--- config.mk ---
export PLATFORM = sky130hd
export DESIGN_NAME = grf_wb_arbiter
export DESIGN_NICKNAME = d
export VERILOG_FILES = /design/src/rtl/grf_wb_arbiter.sv
export SDC_FILE = /design/constraint.sdc
export NUM_CORES = 1
export LEC_CHECK = 0
export ABC_AREA = 1
export CORE_MARGIN = 2
export CORE_UTILIZATION = 48
export CTS_BUF_LIST = sky130_fd_sc_hd__clkbuf_2
export DETAILED_ROUTE_END_ITERATION = 8
export PLACE_DENSITY = 0.86
export SETUP_SLACK_MARGIN = 0.2
export SLEW_MARGIN = 40
export SYNTH_ARGS = -nofsm -noshare
export SYNTH_HDL_FRONTEND = slang
export SYNTH_SLANG_ARGS = --single-unit
--- constraint.sdc ---
create_clock -name clk -period 1.9 [get_ports clk]
set_input_delay 0.38 -clock clk [delete_from_list [all_inputs] [get_ports clk]]
set_output_delay 0.38 -clock clk [all_outputs]
set_load 0.01 [all_outputs]
--- src/rtl/grf_wb_arbiter.sv ---
// Register-file write-port arbiter between the W stage and the MDU.
// It holds one MDU result in a buffer and keeps a scoreboard of outstanding MDU destinations.
module grf_wb_arbiter #(
    parameter int MAX_WAIT = 4
) (
    input  logic        clk,
    input  logic        reset_n,

    input  logic        pipe_we,
    input  logic [4:0]  pipe_addr,
    input  logic [31:0] pipe_wd,
    input  logic [31:0] pipe_pc,
    output logic        pipe_hold,

    input  logic        mdu_valid,
    input  logic [4:0]  mdu_addr,
    input  logic [31:0] mdu_wd,
    input  logic [31:0] mdu_pc,
    output logic        mdu_ready,

    input  logic        mdu_issue,
    input  logic [4:0]  mdu_issue_addr,

    input  logic [4:0]  rs_addr,
    input  logic [4:0]  rt_addr,
    output logic        rs_busy,
    output logic        rt_busy,

    output logic        grf_we,
    output logic [4:0]  grf_waddr,
    output logic [31:0] grf_wd,
    output logic [31:0] grf_wpc
);

    localparam int CW = $clog2(MAX_WAIT + 1);
    localparam logic [CW-1:0] WAIT_LAST = CW'(MAX_WAIT - 1);
    localparam logic [CW-1:0] WAIT_MAX  = CW'(MAX_WAIT);

    typedef enum logic [1:0] {
        IDLE  = 2'd0,
        HELD  = 2'd1,
        FORCE = 2'd2
    } state_t;

    state_t        state_reg;
    logic          buf_full_reg;
    logic [4:0]    buf_addr_reg;
    logic [31:0]   buf_wd_reg;
    logic [31:0]   buf_pc_reg;
    logic [CW-1:0] wait_reg;
    logic          sb_reg [32];

    logic        forcing;
    logic        pipe_req;
    logic        accept;
    logic        mdu_nz;
    logic        grant_pipe;
    logic        grant_buf;
    logic        grant_mdu;
    logic        buffer_now;
    logic [31:0] set_mask;
    logic [31:0] clr_mask;

    assign forcing  = (state_reg == FORCE);
    assign pipe_req = pipe_we && (pipe_addr != 5'd0);
    assign mdu_nz   = (mdu_addr != 5'd0);

    // Outputs are gated by reset_n so they drop immediately on an asynchronous reset.
    assign mdu_ready = reset_n && !buf_full_reg && !forcing;
    assign accept    = mdu_valid && mdu_ready;
    assign pipe_hold = reset_n && forcing;

    assign grant_buf  = reset_n && (forcing || (buf_full_reg && !pipe_req));
    assign grant_pipe = reset_n && !forcing && pipe_req;
    assign grant_mdu  = accept && mdu_nz && !pipe_req;
    assign buffer_now = accept && mdu_nz && pipe_req;

    always_comb begin
        grf_we    = 1'b0;
        grf_waddr = 5'd0;
        grf_wd    = 32'd0;
        grf_wpc   = 32'd0;
        if (grant_buf) begin
            grf_we    = 1'b1;
            grf_waddr = buf_addr_reg;
            grf_wd    = buf_wd_reg;
            grf_wpc   = buf_pc_reg;
        end else if (grant_pipe) begin
            grf_we    = 1'b1;
            grf_waddr = pipe_addr;
            grf_wd    = pipe_wd;
            grf_wpc   = pipe_pc;
        end else if (grant_mdu) begin
            grf_we    = 1'b1;
            grf_waddr = mdu_addr;
            grf_wd    = mdu_wd;
            grf_wpc   = mdu_pc;
        end
    end

    // Buffer, wait counter and state move together; an IDLE buffer is always empty.
    always_ff @(posedge clk or negedge reset_n) begin
        if (!reset_n) begin
            state_reg    <= IDLE;
            buf_full_reg <= 1'b0;
            buf_addr_reg <= 5'd0;
            buf_wd_reg   <= 32'd0;
            buf_pc_reg   <= 32'd0;
            wait_reg     <= '0;
        end else begin
            case (state_reg)
                IDLE: begin
                    if (buffer_now) begin
                        state_reg    <= HELD;
                        buf_full_reg <= 1'b1;
                        buf_addr_reg <= mdu_addr;
                        buf_wd_reg   <= mdu_wd;
                        buf_pc_reg   <= mdu_pc;
                        wait_reg     <= '0;
                    end
                end
                HELD: begin
                    if (grant_buf) begin
                        state_reg    <= IDLE;
                        buf_full_reg <= 1'b0;
                        wait_reg     <= '0;
                    end else if (wait_reg >= WAIT_LAST) begin
                        // This loss is the MAX_WAIT-th: force the buffer out next cycle.
                        state_reg <= FORCE;
                        wait_reg  <= WAIT_MAX;
                    end else begin
                        wait_reg <= wait_reg + 1'b1;
                    end
                end
                FORCE: begin
                    state_reg    <= IDLE;
                    buf_full_reg <= 1'b0;
                    wait_reg     <= '0;
                end
                default: begin
                    state_reg    <= IDLE;
                    buf_full_reg <= 1'b0;
                    wait_reg     <= '0;
                end
            endcase
        end
    end

    always_comb begin
        set_mask = 32'd0;
        clr_mask = 32'd0;
        if (mdu_issue && (mdu_issue_addr != 5'd0)) begin
            set_mask[mdu_issue_addr] = 1'b1;
        end
        if (grant_buf) begin
            clr_mask[buf_addr_reg] = 1'b1;
        end else if (grant_mdu) begin
            clr_mask[mdu_addr] = 1'b1;
        end
    end

    // A set outranks a clear on the same bit; bit 0 can never be set.
    for (genvar gi = 0; gi < 32; gi++) begin : g_sb
        always_ff @(posedge clk or negedge reset_n) begin
            if (!reset_n) begin
                sb_reg[gi] <= 1'b0;
            end else if (set_mask[gi]) begin
                sb_reg[gi] <= 1'b1;
            end else if (clr_mask[gi]) begin
                sb_reg[gi] <= 1'b0;
            end
        end
    end

    assign rs_busy = reset_n && sb_reg[rs_addr];
    assign rt_busy = reset_n && sb_reg[rt_addr];

endmodule

==> qor.yml <==
outcome: "complete, but fails checks"
violations: "DRC, setup timing"
async_reset_ff_share_pct: 100
worstSetupPathType: "in -> out"
fmax_mhz: 360
regArea_mm2: 0.00268
ir_worst_vdd_mv: 0.532
r2r_start: "buf_full_reg"
slew_violations: 0
p_sw_uw: 4790
netlist_instances: 992
h-tree-depth: 3
post-synth-top-area-cell: "dfrtp_1"
ys_warn_count: 0
p_per_area_mw_per_mm2: 939
clockBufferDepth: 2
totalPowerFinal_uw: 10900
rsz0062_at_grt: "yes"
grt_pass1_wl_mm: 41.8
fillers: 790
synth_edf_count: 0
dp_hpwl_mm: 18.6
wl_per_cell_um: 20.0
hold_class: "in -> reg"
p_int_uw: 6080
numCtsBuffers: 9
netlist_area_mm2: 0.00695
met1_length_mm: 10.9
syn_avg_cell_area_um2: 7.00
start_util_pct: 49.7
wl_met3_mm: 3.10
post-synth-top-count-cell: "nand2_1"
hp-start: "mdu_pc[22]"
p_clk_share_pct: 10.0
hold_viol_final: 0
rows: 43
layout_setup_ws_ns: -0.876
design.die.area_mm2: 0.0155
share_seq_of_total_power_pct: 39.1
viasPerCell: 5.85
portBuffers: 231
fin_crit_ns: 2.78
routed-via-count: 9085
io_pins: 232
yosys.area.top_type_share_pct: 38.5
startpoint_type: "primary input"
startpoint: "pipe_addr[0]"
fin_crit_sh_pct: 146
grt_overflow_total: 0
p_sw_share_pct: 44.1
p_leak_uw: 0.00575
cp_max_fo: 6
cp.arrival_ns: 2.40
grt_pass1_vias: 8288
synth_cell_types: 34
maxCapViolCount: 0
cp.required_ns: 1.52
routed_wl_mm: 31.0
comb_power_share_pct: 50.9
max_slew_margin_pct: 41.6
synthFlopType: "dfrtp_1"
firstDrtPassIters: 8
die_y_um: 124
fin_cells: 1554
final_area_mm2: 0.0116
place_inst: 1494
drive_gt1_share_pct: 34.2
clkLatencyLatePin_ns: 0.69
dr_wl_met2_mm: 14.8
path_clk_slew_ns: 0.38
drt_iter0_markers: 1058
setup_viol: 80
area_delta_synth_final_pct: 66.6
tightestPinTransition_ns: 0.869
antenna_found_initial: 1
cts.sinks: 107
core_area_mm2: 0.0140
gp_congestion: 0.966
synth_seq_cells: 107
multiInputGateArea_mm2: 0.00414
routed.top_layer: "met4"
ys_seq_area_share_pct: 38.5
drc: 1
synth_fp_nets: 1152
die_w_um: 124
grt_max_degree: 56
cp-end-kind: "primary output"
cts-root-buf: "clkbuf_2"
finalNetCount: 1528
grt_usage_pct: 33.6
clock_skew_ns: 0.0462
cts_tree: "yes"
placed_cell_area_mm2: 0.0104
synth_area_leaders: "dfrtp_1 39%, nand2_1 21%, nand3_1 8.4%"
ant_nets: 0
synth_commonest_cells: "380 x nand2_1, 116 x nand3_1, 107 x dfrtp_1, 107 x inv_1, 59 x o211ai_1"
## final timing paths
kind | depth (start not counted) | endpoint | slack [ns]
setup / recovery | 11 | grf_wpc[2] | -0.88
setup reg to reg | 10 | sb_reg[2] | -0.06
hold / removal | 3 | buf_pc_reg[22] | 0.22
max in group asynchronous | 5 | buf_wd_reg[24] | 0.33
hold reg to reg | 2 | buf_wd_reg[22] | 0.53
min in group asynchronous | 4 | sb_reg[7] | 0.47
## critical path, cell delays in order
cell,delay (ns)
clkdlybuf4s50_1,0.52
nor2_1,0.09
nand3b_1,0.13
nand2_2,0.15
nor3_4,0.27
buf_12,0.19
buf_6,0.13
clkbuf_16,0.15
nand2_1,0.07
o211ai_1,0.13
buf_2,0.18
## cells in the final DEF, fill, tap and decap left out, drive strengths merged, types with 2 or more instances in the layout
master,netlist,layout
buf,35,241
o21ai,82,82
ha,2,2
o211ai,69,69
clkdlybuf4s50,0,156
dfrtp,107,107
clkinv,2,5
inv,111,114
clkdlybuf4s15,0,2
nand4,4,4
clkbuf,14,22
nand2,382,382
nor4,2,2
nor3,19,19
nor2,40,40
nand3,118,119
## power by group through the flow
stage / Sequential (uW) / Combinational (uW) / Clock (uW)
6_report: 4250 / 5530 / 1090
5_1_grt: 4360 / 5960 / 1190
4_1_cts: 4080 / 4540 / 1060
3_5_place_dp: 4120 / 4530 / 0
3_3_place_gp: 4090 / 4370 / 0
2_1_floorplan: 3820 / 2630 / 0
## final cells by class
type | instances | area share, %
inverter | 113 | 3.73
multi-input combinational | 724 | 35.7
sequential | 107 | 23.1
timing repair buffer | 413 | 34.5
clock inverter | 7 | 0.530
tap | 180 | 1.95
clock buffer | 9 | 0.389
antenna | 1 | 0.0216
## routing by layer
| layer | global-route usage, % | vias up |
|---|---|---|
| li1 | - | 3996 |
| met1 | 41.1 | 4203 |
| met2 | 54.8 | 670 |
| met3 | 7.26 | 216 |
| met4 | 19.2 | 0 |
| met5 | 0 | - |
## metrics by stage
| stage | hold slack, ns | worst slack (ns) | setup TNS (ns) | utilization, % |
|---|---|---|---|---|
| final | 0.217 | -0.876 | -54.33 | 82.7 |
| after global routing | 0.239 | -0.911 | -61.81 | 82.7 |
| after CTS | -0.0359 | -0.757 | -50.26 | 75.5 |
| after detailed placement | 0.469 | -0.999 | -100.19 | 74.3 |
| after global placement | 0.463 | -0.923 | -88.41 | 74.3 |
| after floorplan | 0.0844 | 0.165 | 0 | - |
## logic make-up (layout without fill, tap and decap cells)
kind of cell / Yosys count / count (layout) / share of synthesized area (%)
adders and majority gates: 2 / 2 / 0.360
buffers and inverters: 162 / 542 / 10.6
AOI/OAI and AO/OA: 154 / 154 / 16.0
other: 0 / 1 / 0
and+or+nand+nor: 567 / 568 / 34.5
DFF: 107 / 107 / 38.5
## repair_timing
action,in CTS,in global routing
gates cloned,5,15
endpoints found under the hold margin,35,24
buffers inserted,8,13
gates resized for setup,357,143
setup endpoints to repair,106,151
pin swaps,18,55
Power figures use the tool's default switching activity.
